File: src/rtl/fetch_pkg.sv
// Shared types and defaults for the instruction-fetch sequencer.
package fetch_pkg;

  typedef enum logic [1:0] {
    ST_RUN   = 2'd0,
    ST_MISS  = 2'd1,
    ST_DRAIN = 2'd2
  } fetch_state_e;

  localparam logic [31:0] DEFAULT_RESET_PC  = 32'h0000_0000;
  localparam logic [31:0] DEFAULT_NOP_INSTR = 32'h0000_0013;
  localparam logic [31:0] WORD_ALIGN_MASK   = 32'hFFFF_FFFC;

  function automatic logic [31:0] word_align(input logic [31:0] addr);
    return addr & WORD_ALIGN_MASK;
  endfunction

endpackage

File: src/rtl/fetch_ctrl.sv
// Instruction-fetch sequencer: owns the PC, issues I-cache fetches, waits out misses,
// applies redirects and decode stalls, and drives the IF/ID register.
module fetch_ctrl
  import fetch_pkg::*;
#(
  parameter logic [31:0] RESET_PC  = DEFAULT_RESET_PC,
  parameter logic [31:0] NOP_INSTR = DEFAULT_NOP_INSTR
) (
  input  logic        clk,
  input  logic        rst,
  input  logic        hazard_stall,
  input  logic        redirect_valid,
  input  logic [31:0] redirect_pc,
  output logic        icache_req,
  output logic [31:0] icache_addr,
  input  logic        icache_ready,
  input  logic [31:0] icache_rdata,
  output logic [31:0] pc,
  output logic        pc_stall,
  output logic        instr_valid,
  output logic [31:0] instr,
  output logic [31:0] instr_pc
);

  fetch_state_e state_q, state_d;
  logic [31:0]  pc_q, pc_d;
  logic [31:0]  pend_pc_q, pend_pc_d;
  logic         valid_q, valid_d;
  logic [31:0]  instr_q, instr_d;
  logic [31:0]  instr_pc_q, instr_pc_d;
  logic         advance;

  // Handshake: the cache sees icache_req/icache_addr; icache_ready marks rdata valid
  // in that cycle. The address is the PC register, so it cannot move until ready.
  assign icache_req  = ~rst;
  assign icache_addr = pc_q;
  assign pc          = pc_q;
  assign instr_valid = valid_q;
  assign instr       = instr_q;
  assign instr_pc    = instr_pc_q;

  // The PC only advances when an instruction is actually accepted into IF/ID.
  assign advance  = ~rst & ~redirect_valid & icache_ready & ~hazard_stall &
                    ((state_q == ST_RUN) || (state_q == ST_MISS));
  assign pc_stall = ~advance;

  always_comb begin
    state_d    = state_q;
    pc_d       = pc_q;
    pend_pc_d  = pend_pc_q;
    valid_d    = valid_q;
    instr_d    = instr_q;
    instr_pc_d = instr_pc_q;

    case (state_q)
      ST_RUN: begin
        if (redirect_valid) begin
          valid_d = 1'b0;
          if (icache_ready) begin
            pc_d = word_align(redirect_pc);
          end else begin
            pend_pc_d = word_align(redirect_pc);
            state_d   = ST_DRAIN;
          end
        end else if (icache_ready) begin
          if (!hazard_stall) begin
            valid_d    = 1'b1;
            instr_d    = icache_rdata;
            instr_pc_d = pc_q;
            pc_d       = pc_q + 32'd4;
          end
        end else begin
          state_d = ST_MISS;
          if (!hazard_stall) valid_d = 1'b0;
        end
      end

      ST_MISS: begin
        if (redirect_valid) begin
          pend_pc_d = word_align(redirect_pc);
          valid_d   = 1'b0;
          state_d   = ST_DRAIN;
        end else if (icache_ready) begin
          // Under a hazard the refilled line is dropped and refetched as a hit.
          state_d = ST_RUN;
          if (!hazard_stall) begin
            valid_d    = 1'b1;
            instr_d    = icache_rdata;
            instr_pc_d = pc_q;
            pc_d       = pc_q + 32'd4;
          end
        end else if (!hazard_stall) begin
          valid_d = 1'b0;
        end
      end

      ST_DRAIN: begin
        valid_d = 1'b0;
        if (redirect_valid) pend_pc_d = word_align(redirect_pc);
        if (icache_ready) begin
          pc_d    = pend_pc_d;
          state_d = ST_RUN;
        end
      end

      default: state_d = ST_RUN;
    endcase
  end

  always_ff @(posedge clk) begin
    if (rst) begin
      state_q    <= ST_RUN;
      pc_q       <= RESET_PC;
      pend_pc_q  <= 32'h0;
      valid_q    <= 1'b0;
      instr_q    <= NOP_INSTR;
      instr_pc_q <= 32'h0;
    end else begin
      state_q    <= state_d;
      pc_q       <= pc_d;
      pend_pc_q  <= pend_pc_d;
      valid_q    <= valid_d;
      instr_q    <= instr_d;
      instr_pc_q <= instr_pc_d;
    end
  end

endmodule

File: config.mk
export PLATFORM = sky130hd
export DESIGN_NAME = fetch_ctrl
export DESIGN_NICKNAME = d
export VERILOG_FILES = /design/src/rtl/fetch_pkg.sv /design/src/rtl/fetch_ctrl.sv
export SDC_FILE = /design/constraint.sdc
export NUM_CORES = 1
export LEC_CHECK = 0
export CAP_MARGIN = 20
export CORE_ASPECT_RATIO = 1.4
export CORE_MARGIN = 5
export CORE_UTILIZATION = 42
export DETAILED_ROUTE_END_ITERATION = 10
export MAX_ROUTING_LAYER = met4
export PLACE_DENSITY = 0.81
export SLEW_MARGIN = 20
export SYNTH_ARGS = -nofsm -noshare
export SYNTH_HDL_FRONTEND = slang
export SYNTH_SLANG_ARGS = --single-unit
File: constraint.sdc
create_clock -name clk -period 2.4 [get_ports clk]
set_clock_uncertainty 0.05 [all_clocks]
set_input_delay 0.36 -clock clk [delete_from_list [all_inputs] [get_ports clk]]
set_output_delay 0.36 -clock clk [all_outputs]
set_load 0.005 [all_outputs]
==> impl_metrics.env <==
export IMPL_outcome="complete, no violations"
export IMPL_drc_errors=0
export IMPL_arrival_ns=1.91
export IMPL_startpoint_type="flip-flop"
export IMPL_period_needed_ns=2.32
export IMPL_antenna_left=0
export IMPL_yosys_top_cells_area="dfxtp_1 (42%), nand2_1 (13%), a21oi_1 (9.7%)"
export IMPL_worstReg2RegStart="icache_addr[3]$_SDFFE_PP0P_"
export IMPL_synthCells=811
export IMPL_grt_remaining_overflow=0
export IMPL_holdBufCountCts=0
export IMPL_cp_depth=6
export IMPL_cp_required_ns=1.99
export IMPL_fin_crit_sh_pct=96.6
export IMPL_design_area_mm2=0.00911
export IMPL_gp_congestion=0.928
export IMPL_avgViaCountPerCell=5.56
export IMPL_placed_cell_area_mm2=0.00846
export IMPL_cts_setup_buffers=0
export IMPL_synth_nets=886
export IMPL_clockBufferDepth=2
export IMPL_reg2regPathDepth=6
export IMPL_layout_common_cells="nand2_1 (223), clkdlybuf4s50_1 (195), dfxtp_1 (129)"
export IMPL_drtIter0Drc=668
export IMPL_cts_sinks=131
export IMPL_cts_buffers=17
export IMPL_p_leak_nw=3.27
export IMPL_critPathLaunch="state_q[1]$_SDFFE_PP0P_"
export IMPL_port_buffers=197
export IMPL_criticalPathCategory="flip-flop to output pin"
export IMPL_grt_max_degree=76
export IMPL_grt_pass1_vias=6374
export IMPL_clk_pin_slew_ns=0.06
export IMPL_holdCritStartpoint="rst"
export IMPL_max_stage_delay_ns=0.51
export IMPL_max_freq_mhz=432
export IMPL_ioPinCount=200
export IMPL_slew_violations=0
export IMPL_timing_slew_headroom_pct=46.3
export IMPL_layout_setup_ws_ns=0.0827
export IMPL_vias=6678
export IMPL_tightest_slew_ns=0.806
export IMPL_synth_top_cell_area_share_pct=42.0
export IMPL_yosys_area_top_type="dfxtp_1"
export IMPL_die_height_um=154
export IMPL_drive_gt1_share_pct=11.9
export IMPL_ys_ff_latch=131
export IMPL_ys_types=69
export IMPL_dp_hpwl_um=14000
export IMPL_async_flop_share_pct=0
export IMPL_avgSynthCellArea_um2=7.70
export IMPL_cts_root_buf="clkbuf_16"
export IMPL_die_area_mm2=0.0174
export IMPL_clock_latency_ns=0.42
export IMPL_synthToLayoutAreaGrowth_pct=46.0
export IMPL_finalNetCount=1073
export IMPL_ir_drop_mv=0.420
export IMPL_die_w_um=113
export IMPL_hp_class="input port to flip-flop"
export IMPL_drtPass1Iterations=6
export IMPL_num_fill_cells=1247
export IMPL_r2r_setup_slack_ns=0.21
export IMPL_cap_viol_max_count=0
export IMPL_grtUsageTotal_pct=22.9
export IMPL_crit_fanout=8
export IMPL_crit_slowest_cell="clkdlybuf4s50_1"
export IMPL_crit_path_end="pc_stall"
export IMPL_syn_area_mm2=0.00624
export IMPL_synth_top_flop_cell="dfxtp_1"
export IMPL_final_common_cell="nand2_1"
export IMPL_routed_wirelength_um=20300
export IMPL_p_per_area_mw_per_mm2=685
export IMPL_dp_slack_ns=-0.132
export IMPL_cp_top_family="buffers and inverters"
export IMPL_core_mm2=0.0145
export IMPL_power_w=0.00624
export IMPL_yosys_warnings=0
export IMPL_cts_tree="yes"
export IMPL_hold_viol_final=0
export IMPL_core_rowCount=52
export IMPL_r2r_end="icache_addr[26]$_SDFFE_PP0P_"
export IMPL_crit_chain="inv_2 > ha_4 > nor2_2 > nor3_4 > nand2_1 > clkdlybuf4s50_1"
export IMPL_initial_core_util_pct=43.0
export IMPL_yosysSeqAreaShare_pct=42.0
export IMPL_finalSetupViolations=0
export IMPL_rsz0062_at_grt="false"
export IMPL_antenna_found_initial=1
export IMPL_wl_per_cell_um=16.9
export IMPL_grt_pass1_wl_um=31900
export IMPL_synth_edf_count=0
export IMPL_htreeDepth=4
export IMPL_cp_num_buf_inv=2
export IMPL_end_kind="output pin"
-- power by group --
| group | internal [W] | leakage (nW) | switching, W | total, W |
|---|---|---|---|---|
| clock network | 0.00161 | 0.274 | 0.000984 | 0.00260 |
| logic | 0.000627 | 1.92 | 0.000592 | 0.00122 |
| registers | 0.00230 | 1.07 | 0.000124 | 0.00243 |
-- synthesized netlist by cell type, types with 7 or more instances --
cell,number
a21oi_1,121
a221o_1,7
a22o_1,7
a22oi_1,7
buf_4,36
clkbuf_1,44
dfxtp_1,131
inv_1,8
nand2_1,224
nand2b_1,8
nand3_1,23
nor2_1,23
nor3_1,18
o21ai_0,24
-- cell families after synthesis --
logic type | Yosys count | synth area share (%)
adders and majority gates | 6 | 1.20
muxes | 4 | 0.661
DFF | 131 | 42.0
xor gates and xnor gates | 1 | 0.140
and+or+nand+nor | 347 | 25.3
buffers and inverters | 101 | 8.96
AOI/OAI and AO/OA | 221 | 21.7
-- flip-flops by register name, indices dropped and copies added, names as in the netlist --
name / cells
instr_valid: 1
instr_pc: 32
state_q: 2
icache_addr: 32
instr: 32
pend_pc_q: 32
-- through the flow --
step	setup TNS (ns)	cells	utilization, %	hold WS, ns
floorplan	0	811	-	0.384
global placement	-3.97	1168	58.3	0.390
detailed placement	-6.35	1168	58.3	0.396
CTS	0	1200	62.6	0.280
global route	0	1201	62.8	0.293
finish	0	1201	62.8	0.288
-- per-layer routing --
metal | track usage (%) | up-vias | wire [um]
li1 | - | 3180 | -
met1 | 25.9 | 3082 | 7950
met2 | 38.5 | 360 | 10000
met3 | 5.63 | 56 | 1710
met4 | 9.68 | 0 | 565
met5 | - | - | 0
-- how the worst min path moves through the flow --
stage | end | slack [ns] | depth (start not counted)
floorplan | pend_pc_q[22]$_SDFFE_PP0P_ | 0.38 | 2
global placement | pend_pc_q[22]$_SDFFE_PP0P_ | 0.39 | 2
detailed placement | instr_pc[0]$_SDFFE_PP0P_ | 0.40 | 2
CTS | instr_pc[26]$_SDFFE_PP0P_ | 0.28 | 2
global route | instr_pc[24]$_SDFFE_PP0P_ | 0.29 | 2
finish | instr_pc[28]$_SDFFE_PP0P_ | 0.29 | 2
-- timing repair --
action,CTS,global route
resized for setup,9,6
pin swaps,1,0
hold endpoints to repair,0,0
setup endpoints to repair,1,13
-- worst register-to-register path, delay by kind of cell (launching register included) --
| kind | cells | cell delay (ns) |
|---|---|---|
| flops | 1 | 0.46 |
| compound gates | 1 | 0.15 |
| fa+ha+maj | 1 | 0.25 |
| simple gates | 4 | 1.21 |
-- layout make-up --
class	instances	area (um2)	share of cell area [%]
Clock inverter	11	128	1.40
Multi-Input combinational cell	579	3120	34.2
Timing Repair Buffer	260	2490	27.4
Sequential cell	131	2630	28.8
Inverter	9	33.8	0.371
Clock buffer	21	470	5.16
Antenna cell	1	2.50	0.0275
Tap cell	189	236	2.59
Power figures use the tool's default switching activity.
